$ cat src/rtl/mult_iter_pkg.sv
`default_nettype none
// ============================================================================
//  Module   : mult_iter_pkg
//  Purpose  : Shared op-code constants for the HI/LO multiply/accumulate
//             instructions and a signedness helper used by the multiplier.
//  Revision : 1.0 - initial release
// ============================================================================
package mult_iter_pkg;

   localparam int FUNC_W = 6;

   // SPECIAL / SPECIAL2 func codes of the HI/LO producing instructions
   localparam logic [FUNC_W-1:0] FUNC_MADD  = 6'h00;
   localparam logic [FUNC_W-1:0] FUNC_MADDU = 6'h01;
   localparam logic [FUNC_W-1:0] FUNC_MSUB  = 6'h04;
   localparam logic [FUNC_W-1:0] FUNC_MSUBU = 6'h05;
   localparam logic [FUNC_W-1:0] FUNC_MULT  = 6'h18;
   localparam logic [FUNC_W-1:0] FUNC_MULTU = 6'h19;

   // Signed arithmetic only for the three signed forms; anything else is unsigned
   function automatic logic func_is_signed(input logic [FUNC_W-1:0] func);
      return (func == FUNC_MULT) || (func == FUNC_MADD) || (func == FUNC_MSUB);
   endfunction

endpackage : mult_iter_pkg
`default_nettype wire

$ cat src/rtl/mult_iter_step.sv
`default_nettype none
// ============================================================================
//  Module   : mult_iter_step
//  Purpose  : Combinational partial-product adder for the iterative
//             multiplier: acc' = acc + (mcand * slice) << (RADIX_BITS * k).
//  Revision : 1.0 - initial release
// ============================================================================
module mult_iter_step
   import mult_iter_pkg::*;
#(
   parameter int WIDTH      = 32,
   parameter int RADIX_BITS = 2,
   parameter int CNT_W      = 4
) (
   input  logic [2*WIDTH-1:0]    i_acc,
   input  logic [WIDTH-1:0]      i_mcand,
   input  logic [RADIX_BITS-1:0] i_slice,
   input  logic [CNT_W-1:0]      i_k,
   output logic [2*WIDTH-1:0]    o_acc
);

   // Shift amount needs room for (N-1)*RADIX_BITS
   localparam int c_sh_w = CNT_W + $clog2(RADIX_BITS) + 1;

   logic [2*WIDTH-1:0] w_mcand_ext;
   logic [2*WIDTH-1:0] w_slice_ext;
   logic [2*WIDTH-1:0] w_pp;
   logic [c_sh_w-1:0]  w_shamt;

   // Magnitude-only partial product; sign is fixed up after the last step
   always_comb begin
      w_mcand_ext = {{WIDTH{1'b0}}, i_mcand};
      w_slice_ext = {{(2*WIDTH-RADIX_BITS){1'b0}}, i_slice};
      w_shamt     = c_sh_w'(i_k) * c_sh_w'(RADIX_BITS);
      w_pp        = (w_mcand_ext * w_slice_ext) << w_shamt;
      o_acc       = i_acc + w_pp;
   end

endmodule : mult_iter_step
`default_nettype wire

$ cat src/rtl/mult_iter.sv
`default_nettype none
// ============================================================================
//  Module   : mult_iter
//  Purpose  : Multi-cycle WIDTHxWIDTH -> 2*WIDTH multiplier feeding the HI/LO
//             accumulate stage. Sign-magnitude iteration, RADIX_BITS per cycle,
//             fixed latency of WIDTH/RADIX_BITS + 1 cycles, flushable.
//  Revision : 1.0 - initial release
// ============================================================================
module mult_iter
   import mult_iter_pkg::*;
#(
   parameter int WIDTH      = 32,
   parameter int RADIX_BITS = 2
) (
   input  logic              i_clk,
   input  logic              i_rst_n,
   input  logic              i_start,
   input  logic              i_flush,
   input  logic [FUNC_W-1:0] i_instr_func,
   input  logic [WIDTH-1:0]  i_op_a,
   input  logic [WIDTH-1:0]  i_op_b,
   output logic              o_busy,
   output logic              o_valid,
   output logic [FUNC_W-1:0] o_func,
   output logic [WIDTH-1:0]  o_mult_lo,
   output logic [WIDTH-1:0]  o_mult_hi
);

   localparam int c_iters = WIDTH / RADIX_BITS;
   localparam int c_cnt_w = (c_iters > 1) ? $clog2(c_iters) : 1;
   localparam logic [c_cnt_w-1:0] c_last = c_cnt_w'(c_iters - 1);

   typedef enum logic [1:0] {
      S_IDLE = 2'd0,
      S_CALC = 2'd1,
      S_FIX  = 2'd2
   } state_t;

   state_t              state_q,    state_d;
   logic [c_cnt_w-1:0]  cnt_q,      cnt_d;
   logic [WIDTH-1:0]    mcand_q,    mcand_d;
   logic [WIDTH-1:0]    mplier_q,   mplier_d;
   logic                neg_q,      neg_d;
   logic [2*WIDTH-1:0]  acc_q,      acc_d;
   logic [FUNC_W-1:0]   func_q,     func_d;
   logic [FUNC_W-1:0]   out_func_q, out_func_d;
   logic [WIDTH-1:0]    hi_q,       hi_d;
   logic [WIDTH-1:0]    lo_q,       lo_d;
   logic                valid_q,    valid_d;
   logic                busy_q,     busy_d;

   logic                w_signed;
   logic [WIDTH-1:0]    w_abs_a;
   logic [WIDTH-1:0]    w_abs_b;
   logic [2*WIDTH-1:0]  w_step_acc;
   logic [2*WIDTH-1:0]  w_result;

   mult_iter_step #(
      .WIDTH      (WIDTH),
      .RADIX_BITS (RADIX_BITS),
      .CNT_W      (c_cnt_w)
   ) u_step (
      .i_acc   (acc_q),
      .i_mcand (mcand_q),
      .i_slice (mplier_q[RADIX_BITS-1:0]),
      .i_k     (cnt_q),
      .o_acc   (w_step_acc)
   );

   // Operand magnitudes; -2^(WIDTH-1) stays representable as an unsigned value
   always_comb begin
      w_signed = func_is_signed(i_instr_func);
      w_abs_a  = (w_signed && i_op_a[WIDTH-1]) ? -i_op_a : i_op_a;
      w_abs_b  = (w_signed && i_op_b[WIDTH-1]) ? -i_op_b : i_op_b;
      w_result = neg_q ? -w_step_acc : w_step_acc;
   end

   // Next-state logic: IDLE -> CALC (N steps) -> FIX (valid pulse) -> IDLE
   always_comb begin
      state_d    = state_q;
      cnt_d      = cnt_q;
      mcand_d    = mcand_q;
      mplier_d   = mplier_q;
      neg_d      = neg_q;
      acc_d      = acc_q;
      func_d     = func_q;
      out_func_d = out_func_q;
      hi_d       = hi_q;
      lo_d       = lo_q;
      valid_d    = 1'b0;

      unique case (state_q)
         S_IDLE: begin
            if (i_start) begin
               mcand_d  = w_abs_a;
               mplier_d = w_abs_b;
               neg_d    = w_signed & (i_op_a[WIDTH-1] ^ i_op_b[WIDTH-1]);
               func_d   = i_instr_func;
               acc_d    = '0;
               cnt_d    = '0;
               state_d  = S_CALC;
            end
         end
         S_CALC: begin
            acc_d    = w_step_acc;
            mplier_d = mplier_q >> RADIX_BITS;
            cnt_d    = cnt_q + c_cnt_w'(1);
            if (cnt_q == c_last) begin
               // Result registered straight off the final step so valid lands
               // in the cycle after the last iteration.
               {hi_d, lo_d} = w_result;
               out_func_d   = func_q;
               valid_d      = 1'b1;
               cnt_d        = '0;
               state_d      = S_FIX;
            end
         end
         S_FIX: begin
            state_d = S_IDLE;
         end
         default: begin
            state_d = S_IDLE;
         end
      endcase

      // Flush aborts everything, including a same-cycle start; the delivered
      // outputs keep their last values.
      if (i_flush) begin
         state_d    = S_IDLE;
         cnt_d      = '0;
         func_d     = func_q;
         out_func_d = out_func_q;
         hi_d       = hi_q;
         lo_d       = lo_q;
         valid_d    = 1'b0;
      end

      busy_d = (state_d != S_IDLE);
   end

   // State and output registers with asynchronous reset
   always_ff @(posedge i_clk or negedge i_rst_n) begin
      if (!i_rst_n) begin
         state_q    <= S_IDLE;
         cnt_q      <= '0;
         mcand_q    <= '0;
         mplier_q   <= '0;
         neg_q      <= 1'b0;
         acc_q      <= '0;
         func_q     <= '0;
         out_func_q <= '0;
         hi_q       <= '0;
         lo_q       <= '0;
         valid_q    <= 1'b0;
         busy_q     <= 1'b0;
      end else begin
         state_q    <= state_d;
         cnt_q      <= cnt_d;
         mcand_q    <= mcand_d;
         mplier_q   <= mplier_d;
         neg_q      <= neg_d;
         acc_q      <= acc_d;
         func_q     <= func_d;
         out_func_q <= out_func_d;
         hi_q       <= hi_d;
         lo_q       <= lo_d;
         valid_q    <= valid_d;
         busy_q     <= busy_d;
      end
   end

   assign o_busy    = busy_q;
   assign o_valid   = valid_q;
   assign o_func    = out_func_q;
   assign o_mult_hi = hi_q;
   assign o_mult_lo = lo_q;

endmodule : mult_iter
`default_nettype wire

$ cat config.mk
export PLATFORM = sky130hd
export DESIGN_NAME = mult_iter
export DESIGN_NICKNAME = d
export VERILOG_FILES = /design/src/rtl/mult_iter_pkg.sv /design/src/rtl/mult_iter_step.sv /design/src/rtl/mult_iter.sv
export SDC_FILE = /design/constraint.sdc
export NUM_CORES = 1
export LEC_CHECK = 0
export CAP_MARGIN = 25
export CORE_MARGIN = 2
export CORE_UTILIZATION = 56
export CTS_BUF_LIST = sky130_fd_sc_hd__clkbuf_2 sky130_fd_sc_hd__clkbuf_4 sky130_fd_sc_hd__clkbuf_8
export DETAILED_ROUTE_END_ITERATION = 10
export PLACE_DENSITY = 0.81
export SYNTH_ARGS = -nofsm -noshare
export SYNTH_HDL_FRONTEND = slang
export SYNTH_SLANG_ARGS = --single-unit
$ cat constraint.sdc
create_clock -name i_clk -period 7 [get_ports i_clk]
set_input_delay 1.75 -clock i_clk [delete_from_list [all_inputs] [get_ports i_clk]]
set_output_delay 1.75 -clock i_clk [all_outputs]
set_load 0.02 [all_outputs]
; ---- After elaboration in Yosys (flattened, before gate mapping)
; Cells that the tools add are included.
[totals]
in_bits = 74
wordCells = 60
out_inout_bits = 72
register_bits = 213
[classes]
n_shift = 1
mux = 18
mul = 1
eq_ne = 6
reduce_logical = 14
add_sub_neg = 5
n_bitwise = 3
[op_table]
columns = op, count
row1 = two-way mux 64 bit, 2
row2 = case mux 64 bit (2 select lines), 1
row3 = two-way mux 32 bit, 3
row4 = adder 64 bit, 1
row5 = negator 32 bit, 2
row6 = negator 64 bit, 1
row7 = case mux 32 bit (2 select lines), 1
row8 = left shift 34 x 5 -> 64 bit, 1
row9 = multiplier 32 x 2 -> 34 bit, 1
row10 = two-way mux 4 bit, 3
row11 = case mux 4 bit (2 select lines), 1
row12 = "equality test 6 x 3 -> 1 bit, second input constant", 1
row13 = "equality test 6 x 5 -> 1 bit, second input constant", 1
row14 = logical NOT 6 bit, 1
row15 = two-way mux 2 bit, 3
row16 = AND reduction 2 bit, 3
row17 = AND reduction 3 bit, 2
row18 = "adder 4 x 1 -> 4 bit, second input constant", 1
row19 = "equality test 4 bit, second input constant", 1
row20 = case mux 2 bit (2 select lines), 1
row21 = nonzero test 2 bit, 2
row22 = two-way mux 1 bit, 3
row23 = "!= test 3 bit, second input constant", 1
row24 = nonzero test 3 bit, 1
row25 = other kinds (8), 10

; ---- Longest topological paths before layout
; Gate-level depths: netlist (run 1).
[logic_depth]
word_depth = 7
mapped_depth = 33
mapped_depth_nobuf = 29

; ---- Hierarchy
; From an unflattened synthesis (run 1), not the netlist that was laid out.
[unflattened]
hier_cells = 2307
area_unflattened_um2 = 18859.3
[by_module_without_submodules]
columns = mod, cells_each, seq_area_each_um2, n_inst, area_per_inst_um2
row1 = mult_iter, 1097, 5330.1, 1, 10720.3
row2 = mult_iter_step, 1210, 0.0, 1, 8139.1

; ---- Least setup slack after synthesis (run 1)
; Ideal clock, no wire load.
[synth_timing]
path_type = register to register
startpoint = register mplier_q[0]
endpoint = register hi_q[25] (netlist: o_mult_hi[25])
setup_ns = 0.077
slack_ns = 0.066
arrival_time_ns = 6.857
path_stages_with_launch = 33
n_path_buf = 5
required_ns = 6.923
synth_period_minus_slack_ns = 6.934
path_cell_list = dfrtp_1 -> clkbuf_1 -> clkbuf_1 -> and2_1 -> ha_1 -> clkbuf_1 -> nand2_1 -> nor2_1 -> nand4_1 -> a211o_1 -> a21bo_2 -> a21o_1 -> a311oi_1 -> nor2_1 -> o31ai_1 -> nor2_1 -> a21oi_1 -> o21ai_0 -> ha_1 -> clkbuf_1 -> nand2_1 -> nor2_1 -> nand2_1 -> a2111oi_1 -> a211oi_2 -> xnor2_1 -> or4_1 -> buf_2 -> and4b_1 -> and3_4 -> a21oi_1 -> or4_1 -> o21ai_1
[synth_between]
elab_chain_cells = 5
[synth_rtl]
columns = element, line
row1 = from (decl), mult_iter.sv:42  ; logic [WIDTH-1:0] mplier_q, mplier_d;
row2 = from (signal assigned), mult_iter.sv:160  ; mplier_q <= mplier_d;
row3 = multiplier 32 x 2 -> 34 bit *, mult_iter_step.sv:35  ; w_pp = (w_mcand_ext * w_slice_ext) << w_shamt;
row4 = left shift 34 x 5 -> 64 bit *, mult_iter_step.sv:35
row5 = adder 64 bit *, mult_iter_step.sv:36  ; o_acc = i_acc + w_pp;
row6 = negator 64 bit, mult_iter.sv:75  ; w_result = neg_q ? -w_step_acc : w_step_acc;
row7 = two-way mux 64 bit *, mult_iter.sv:75
row8 = to (signal assigned), mult_iter.sv:165  ; hi_q <= hi_d;
row9 = to (decl), mult_iter.sv:47  ; logic [WIDTH-1:0] hi_q, hi_d;
; Mark *: on every way between the ends. The rest lies on a longest branch, timed or not.
; A chain may end at the register's enable or synchronous reset.

; ---- Final worst setup path (run 1)
[layout_timing]
startpoint = register mplier_q[1]
endpoint = register hi_q[25] (netlist: o_mult_hi[25])
; Same word-level chain as after synthesis.

==> results of run 1 <==
==> where the power goes <==
part           leakage, nW  internal [W]  switching, W
combinational         8.23       0.00197       0.00227
sequential            2.68       0.00140      0.000152
clock                0.398      0.000649      0.000578
==> layout make-up <==
type	count	area (um^2)	share of cell area, %
Multi-Input combinational cell	2039	14500	55.2
Inverter	50	190	0.723
Tap cell	448	561	2.13
Clock buffer	52	653	2.48
Sequential cell	213	5330	20.3
Clock inverter	10	109	0.414
Timing Repair Buffer	591	4940	18.8
==> timing repair <==
item | 4_1_cts | 5_1_grt
pin swaps | 19 | 98
gates resized for setup | 51 | 292
buffers inserted | 11 | 54
gates cloned | 0 | 2
setup endpoints to repair | 35 | 42
==> logic make-up after synthesis <==
kind of cell / Yosys count
buffers and inverters: 181
DFF: 213
muxes: 57
and+or+nand+nor: 851
adders and majority gates: 100
AOI/OAI and AO/OA: 846
xor gates and xnor gates: 185
==> worst max-delay path, delay by kind of cell (launching register included) <==
| kind | cells | cell delay [ns] |
|---|---|---|
| fa+ha+maj | 3 | 0.67 |
| buf+inv | 7 | 1.12 |
| simple gates | 12 | 2.30 |
| flops | 1 | 0.49 |
| xor+xnor | 1 | 0.22 |
| compound gates | 9 | 1.86 |
| mux | 2 | 0.42 |
==> layout by cell type, fill, tap and decap left out, types with 11 or more instances in the layout <==
| cell | n |
|---|---|
| nand4_1 | 33 |
| o21ai_0 | 206 |
| o22ai_1 | 27 |
| o31ai_1 | 27 |
| a31oi_1 | 16 |
| a21oi_1 | 135 |
| nand3_1 | 23 |
| and2_1 | 85 |
| o21ai_2 | 22 |
| nor4_1 | 16 |
| a22o_1 | 42 |
| buf_4 | 424 |
| a21o_1 | 44 |
| a21oi_2 | 55 |
| clkdlybuf4s50_1 | 144 |
| and3_1 | 12 |
| o21a_1 | 17 |
| nor2_1 | 179 |
| ha_4 | 22 |
| ha_1 | 69 |
| nand2b_1 | 15 |
| buf_6 | 16 |
| nand2_1 | 311 |
| o211ai_1 | 22 |
| nor2b_1 | 11 |
| mux2_2 | 18 |
| a211oi_1 | 16 |
| o21ai_1 | 51 |
| a22oi_1 | 25 |
| clkbuf_8 | 42 |
| inv_1 | 44 |
| xor2_1 | 87 |
| nor3_1 | 26 |
| mux2i_1 | 30 |
| or3_1 | 21 |
| dfrtp_1 | 212 |
| xnor2_1 | 87 |
==> stage by stage <==
| step | std cells | setup TNS (ns) | power [W] | setup WS [ns] |
|---|---|---|---|---|
| after global placement | 3276 | -2.18 | 0.00506 | -0.203 |
| after detailed placement | 3276 | -6.74 | 0.00514 | -0.368 |
| after floorplan | 2433 | 0 | 0.00362 | 0.0665 |
| after global routing | 3403 | -8.51 | 0.00740 | -0.431 |
| final | 3403 | -1.41 | 0.00702 | -0.199 |
| after CTS | 3349 | -0.0959 | 0.00644 | -0.0305 |
==> cells in the mapped netlist (all sizes together), types with 7 or more instances <==
master	instances	area (um^2)
a21oi	196	1020
or3	24	160
o211ai	23	178
o21a	18	135
mux2	22	248
xor2	93	815
o21ai	280	1410
o22ai	33	206
nor2	191	717
nand2	323	1210
buf	16	81.3
a22o	42	368
dfrtp	213	5330
clkbuf	115	432
xnor2	92	806
nand2b	15	93.8
o41ai	13	121
mux2i	33	330
o21bai	11	82.6
o31a	7	61.3
or2	11	68.8
nor3	36	180
inv	46	173
or4	14	109
a31oi	22	138
nor4	24	171
and4	11	98.8
a211oi	24	195
a221oi	7	61.3
nand3	31	160
ha	98	1230
a21o	45	338
nand4	34	219
nor2b	13	81.3
a22oi	28	210
and2	89	557
and3	16	105
o31ai	39	303
==> path summary, 6_finish.rpt <==
path | from | end | slack [ns] | cells after the start
worst max-delay path | mplier_q[1]$_DFFE_PN0P_ | o_mult_hi[25]$_DFFE_PN0P_ | -0.20 | 34
max in group asynchronous | i_rst_n | mplier_q[1]$_DFFE_PN0P_ | 4.66 | 2
worst min register to register | func_q[0]$_DFFE_PN0P_ | o_func[0]$_DFFE_PN0P_ | 0.46 | 2
worst min-delay path | func_q[0]$_DFFE_PN0P_ | o_func[0]$_DFFE_PN0P_ | 0.46 | 2
min in group asynchronous | i_rst_n | acc_q[18]$_DFFE_PN0P_ | 1.11 | 1
worst max register to register | mplier_q[1]$_DFFE_PN0P_ | o_mult_hi[25]$_DFFE_PN0P_ | -0.20 | 34
==> metal layers <==
metal  track usage [%]  vias to the layer above  wire [um]
met5                 0                        -          0
met4              16.7                        0       3460
met3              4.49                      225       4800
met2              61.6                     1012      32500
met1              46.4                    10200      27600
li1                  -                     9898          -
==> registers in the layout, indices dropped and copies added, names as in the netlist, 4 cells and up <==
name / cells
acc_q: 64
mcand_q: 32
mplier_q: 32
o_mult_hi: 32
o_mult_lo: 32
func_q: 6
o_func: 6
cnt_q: 4
==> impl_metrics.json, run 1 <==
{
  "status": "finished with violations",
  "violations": "negative setup slack",
  "place_area_um2": 23500,
  "drive_gt1_share_pct": 27.9,
  "die_h_um": 189,
  "hpwl_um": 50100,
  "synth.area.mux_share_pct": 3.27,
  "synth.avg_cell_area_um2": 7.84,
  "wl_per_cell_um": 20.1,
  "timing.hold.ws_ns": 0.462,
  "yosysUniqueCellTypes": 98,
  "seq_area_frac_synth_pct": 28.0,
  "clk_transition_reported_paths_ns": 0.06,
  "gp_congestion": 1.01,
  "p_leak_nw": 11.3,
  "antenna_found_initial": 1,
  "grt_pass1_vias": 20100,
  "yosys_warnings": 0,
  "crit_path_max_incr_delay_ns": 0.53,
  "cts.htree.levels": 2,
  "power_density_nw_per_um2": 267,
  "crit_slowest_cell": "or4_1",
  "synth_fa_ha_area_share_pct": 6.64,
  "synthCells": 2433,
  "drc": 0,
  "final_antenna_net_count": 0,
  "setup_ws_ns": -0.199,
  "yosys.area_share.xor_xnor_pct": 8.50,
  "grt_pass1_wl_um": 104000,
  "worst_ir_drop_vdd_mv": 0.201,
  "holdCritPathClass": "flip-flop to flip-flop",
  "via_per_inst": 6.26,
  "worst_pin_slew_ns": 1.03,
  "grt_max_degree": 124,
  "clkLatencyLatePin_ns": 0.65,
  "maxSlewHeadroom_pct": 31.1,
  "std_cell_rows": 67,
  "setup_viol": 20,
  "vias": 21300,
  "synth_ff_type": "dfrtp_1",
  "io_buffer_count": 145,
  "core_area_um2": 33500,
  "final_util_pct": 78.5,
  "pin_count": 146,
  "ctsHoldBuffers": 0,
  "cp_common_cell": "buf_4",
  "finalCritPeriodShare_pct": 103,
  "synth_top_family_by_area": "compound AO/OA/AOI/OAI gates",
  "cp.required_ns": 7.51,
  "drt-pass1-iter-count": 6,
  "initial_core_util_pct": 56.9,
  "tritoncts": "done",
  "criticalPathCategory": "flip-flop to flip-flop",
  "syn_nets": 2607,
  "fillers": 2421,
  "cap_violations": 0,
  "synth_simple_gate_area_share_pct": 21.7,
  "worst_setup_path_start_kind": "flip-flop",
  "fin_crit_ns": 7.20,
  "nNetsFinal": 3107,
  "end_kind": "flip-flop",
  "synthesis.area_um2": 19100,
  "crit_arrival_ns": 7.71,
  "num_antenna_cells": 0,
  "slew_violations": 0,
  "ys_ff_latch": 213,
  "drtIter0Drc": 2029,
  "cts_root_buf": "clkbuf_8",
  "track_usage_pct": 36.4,
  "syn_to_final_growth_pct": 38.0,
  "worst_clock_skew_ns": 0.0630,
  "rsz0062_at_grt": "true",
  "synth-async-reset-ratio_pct": 100,
  "cts-buffers-inserted": 38,
  "clock.fmax_mhz": 139,
  "wl_um": 68400,
  "finalHoldViolations": 0,
  "grt-ovfl-total": 0,
  "cts_sinks": 213,
  "synth_compound_area_share_pct": 28.2,
  "fp.dieW_um": 189,
  "final_cell_area_um2": 26300,
  "clockBufferDepth": 3,
  "synth_edf_count": 0,
  "cp_max_fo": 7,
  "die_area_um2": 35500
}
(Power assumes the default switching activity.)
==> run 2: changes to the inputs <==
--- a/config.mk
+++ b/config.mk
@@ -7,10 +7,10 @@
 export LEC_CHECK = 0
 export CAP_MARGIN = 25
 export CORE_MARGIN = 2
-export CORE_UTILIZATION = 56
+export CORE_UTILIZATION = 65
 export CTS_BUF_LIST = sky130_fd_sc_hd__clkbuf_2 sky130_fd_sc_hd__clkbuf_4 sky130_fd_sc_hd__clkbuf_8
 export DETAILED_ROUTE_END_ITERATION = 10
-export PLACE_DENSITY = 0.81
+export PLACE_DENSITY = 0.88
 export SYNTH_ARGS = -nofsm -noshare
 export SYNTH_HDL_FRONTEND = slang
 export SYNTH_SLANG_ARGS = --single-unit
==> constraint.sdc (replaced) <==
create_clock -name i_clk -period 9 [get_ports i_clk]
set_input_delay 2.25 -clock i_clk [delete_from_list [all_inputs] [get_ports i_clk]]
set_output_delay 2.25 -clock i_clk [all_outputs]
set_load 0.02 [all_outputs]
==> run 2 against run 1 <==
Compared with the run above: hold slack better by 0.0079 ns; sequential power is 23% lower; largest power group unchanged; power is 35% lower; worst setup slack better by 0.67 ns; flip-flop and latch count stayed put; combinational power is 45% lower; critical path depth is 8 lower; clock-buffer cell count is 1 lower; cell count is 14% lower; clock power is 15% lower; utilization is 3.5 points lower; global-route usage is 3.6 points higher; largest cell class unchanged; the flow now finishes without violations.
==> impl_metrics.json, run 2 (synthesized netlist as in run 1, its figures left out) <==
{
  "antenna_found_initial": 0,
  "wl_per_cell_um": 21.5,
  "p_int_w": 0.00251,
  "cp_max_fo": 36,
  "status": "completed",
  "fp.dieW_um": 175,
  "swShare_pct": 45.1,
  "worst_setup_path_start_kind": "flip-flop",
  "drt-pass1-iter-count": 6,
  "reg2reg_depth": 26,
  "drive_gt1_share_pct": 6.78,
  "final_common_cell": "nand2_1",
  "worst_ir_drop_vdd_mv": 0.156,
  "slew_violations": 0,
  "grt_pass1_vias": 18700,
  "clockBufferDepth": 3,
  "critPathBufInv": 0,
  "std_cell_rows": 62,
  "die_h_um": 175,
  "criticalPathCategory": "flip-flop to flip-flop",
  "finalCritPeriodShare_pct": 94.8,
  "min-delay-start": "func_q[4]$_DFFE_PN0P_",
  "cts_root_buf": "clkbuf_8",
  "setup_tns_ns": 0,
  "num_antenna_cells": 0,
  "setup_viol": 0,
  "clkLatencyLatePin_ns": 0.60,
  "finalNonFillerCells": 2921,
  "via_per_inst": 6.79,
  "tritoncts": "done",
  "switching_power_w": 0.00206,
  "min_to": "o_func[4]$_DFFE_PN0P_",
  "place_area_um2": 20700,
  "clk_transition_reported_paths_ns": 0.06,
  "gp_congestion": 1.03,
  "cp_common_cell": "o21ai_0",
  "clock.fmax_mhz": 117,
  "finalHoldViolations": 0,
  "regMostFlops": "acc_q",
  "fin_crit_ns": 8.53,
  "cts_sinks": 213,
  "cts-buffers-inserted": 38,
  "power_w": 0.00457,
  "grt_pass1_wl_um": 98900,
  "cts.htree.levels": 2,
  "final_antenna_net_count": 0,
  "initial_core_util_pct": 66.3,
  "final_util_pct": 75.0,
  "grt_max_degree": 109,
  "crit_slowest_cell": "o21ai_0",
  "hold_depth": 2,
  "vias": 19800,
  "largest_reg_flops": 64,
  "track_usage_pct": 39.9,
  "clkPwrFrac_pct": 22.8,
  "power_frac_comb_pct": 51.0,
  "maxSlewHeadroom_pct": 36.2,
  "core_area_um2": 28800,
  "worst_clock_skew_ns": 0.0451,
  "worst_pin_slew_ns": 0.952,
  "syn_to_final_growth_pct": 13.1,
  "seqPwrFrac_pct": 26.3,
  "holdCritPathClass": "flip-flop to flip-flop",
  "final_cell_mix": "nand2_1 (323), o21ai_0 (247), dfrtp_1 (211)",
  "rrSetupSlack_ns": 0.47,
  "r2r_end": "o_mult_hi[31]$_DFFE_PN0P_",
  "cp_top_family": "compound AO/OA/AOI/OAI gates",
  "r2r_start": "mplier_q[0]$_DFFE_PN0P_",
  "hpwl_um": 46600,
  "post-place-cells": 2855,
  "cap_violations": 0,
  "end_kind": "flip-flop",
  "ctsHoldBuffers": 0,
  "drc": 0,
  "power_density_nw_per_um2": 212,
  "nNetsFinal": 2686,
  "io_buffer_count": 145,
  "pin_count": 146,
  "crit_path_max_incr_delay_ns": 0.64,
  "crit_arrival_ns": 8.94,
  "grt-ovfl-total": 0,
  "drtIter0Drc": 2287,
  "cp.required_ns": 9.41,
  "die_area_um2": 30700,
  "final_cell_area_um2": 21600,
  "wl_um": 62900,
  "p_leak_nw": 9.05,
  "rsz0062_at_grt": "false"
}
-- run 2: cell count changes in the layout (fill, tap and decap cells not counted), moves of 11 or more --
cell,before,now
buf_4,424,24
a21oi_1,135,189
a21oi_2,55,5
o21ai_0,206,247
ha_1,69,98
ha_4,22,0
o21ai_1,51,29
o21ai_2,22,3
buf_6,16,0
nand2_1,311,323
nor2_1,179,190
-- run 2: final cells by class --
cell class / count / area (um^2)
clock buffers: 51 / 664
clock inverters: 14 / 176
fillers: 2089 / 7210
inverters: 50 / 188
multi-input cells: 2039 / 13100
flip-flops and latches: 213 / 5330
well taps: 384 / 480
repair buffers: 170 / 1660
-- run 2: worst max path at each step --
stage	start	end	cells past startpoint
after global routing	mplier_q[0]$_DFFE_PN0P_	o_mult_hi[31]$_DFFE_PN0P_	27
final	mplier_q[0]$_DFFE_PN0P_	o_mult_hi[31]$_DFFE_PN0P_	26
after CTS	mplier_q[0]$_DFFE_PN0P_	o_mult_hi[31]$_DFFE_PN0P_	27
after detailed placement	mplier_q[0]$_DFFE_PN0P_	o_mult_hi[31]$_DFFE_PN0P_	27
after global placement	mplier_q[0]$_DFFE_PN0P_	o_mult_hi[31]$_DFFE_PN0P_	26
after floorplan	mplier_q[0]$_DFFE_PN0P_	o_mult_hi[25]$_DFFE_PN0P_	32
-- run 2: worst reg2reg max path, delay by kind of cell, from the launching register on --
kind / cells / cell delay (ns)
muxes: 1 / 0.13
xor gates and xnor gates: 2 / 0.41
AOI/OAI and AO/OA: 14 / 4.59
adders and majority gates: 2 / 0.90
and+or+nand+nor: 7 / 1.73
DFF: 1 / 0.58
-- run 2: through the flow --
step           hold WS (ns)  setup slack, ns
6_report              0.470            0.469
5_1_grt               0.508           0.0275
4_1_cts               0.471            0.602
3_5_place_dp          0.455            0.675
3_3_place_gp          0.446            0.802
2_1_floorplan         0.435             2.07
-- run 2: timing repair --
item                       4_1_cts  5_1_grt
resized for setup                0        2
buffers inserted                 0        0
setup endpoints to repair        0       10
-- run 2: per-layer routing --
metal	wire, um	GRT usage [%]	up-vias
met4	2970	16.7	0
li1	-	-	9068
met1	25000	51.9	9369
met5	0	0	-
met2	29400	66.7	1162
met3	5450	5.80	226
-- run 2: power by group through the flow --
stage          clock [W]  sequential, W  combinational [W]
2_1_floorplan          0        0.00118            0.00163
3_3_place_gp           0        0.00120            0.00219
3_5_place_dp           0        0.00121            0.00224
4_1_cts          0.00104        0.00120            0.00226
5_1_grt          0.00108        0.00121            0.00251
6_report         0.00104        0.00120            0.00233
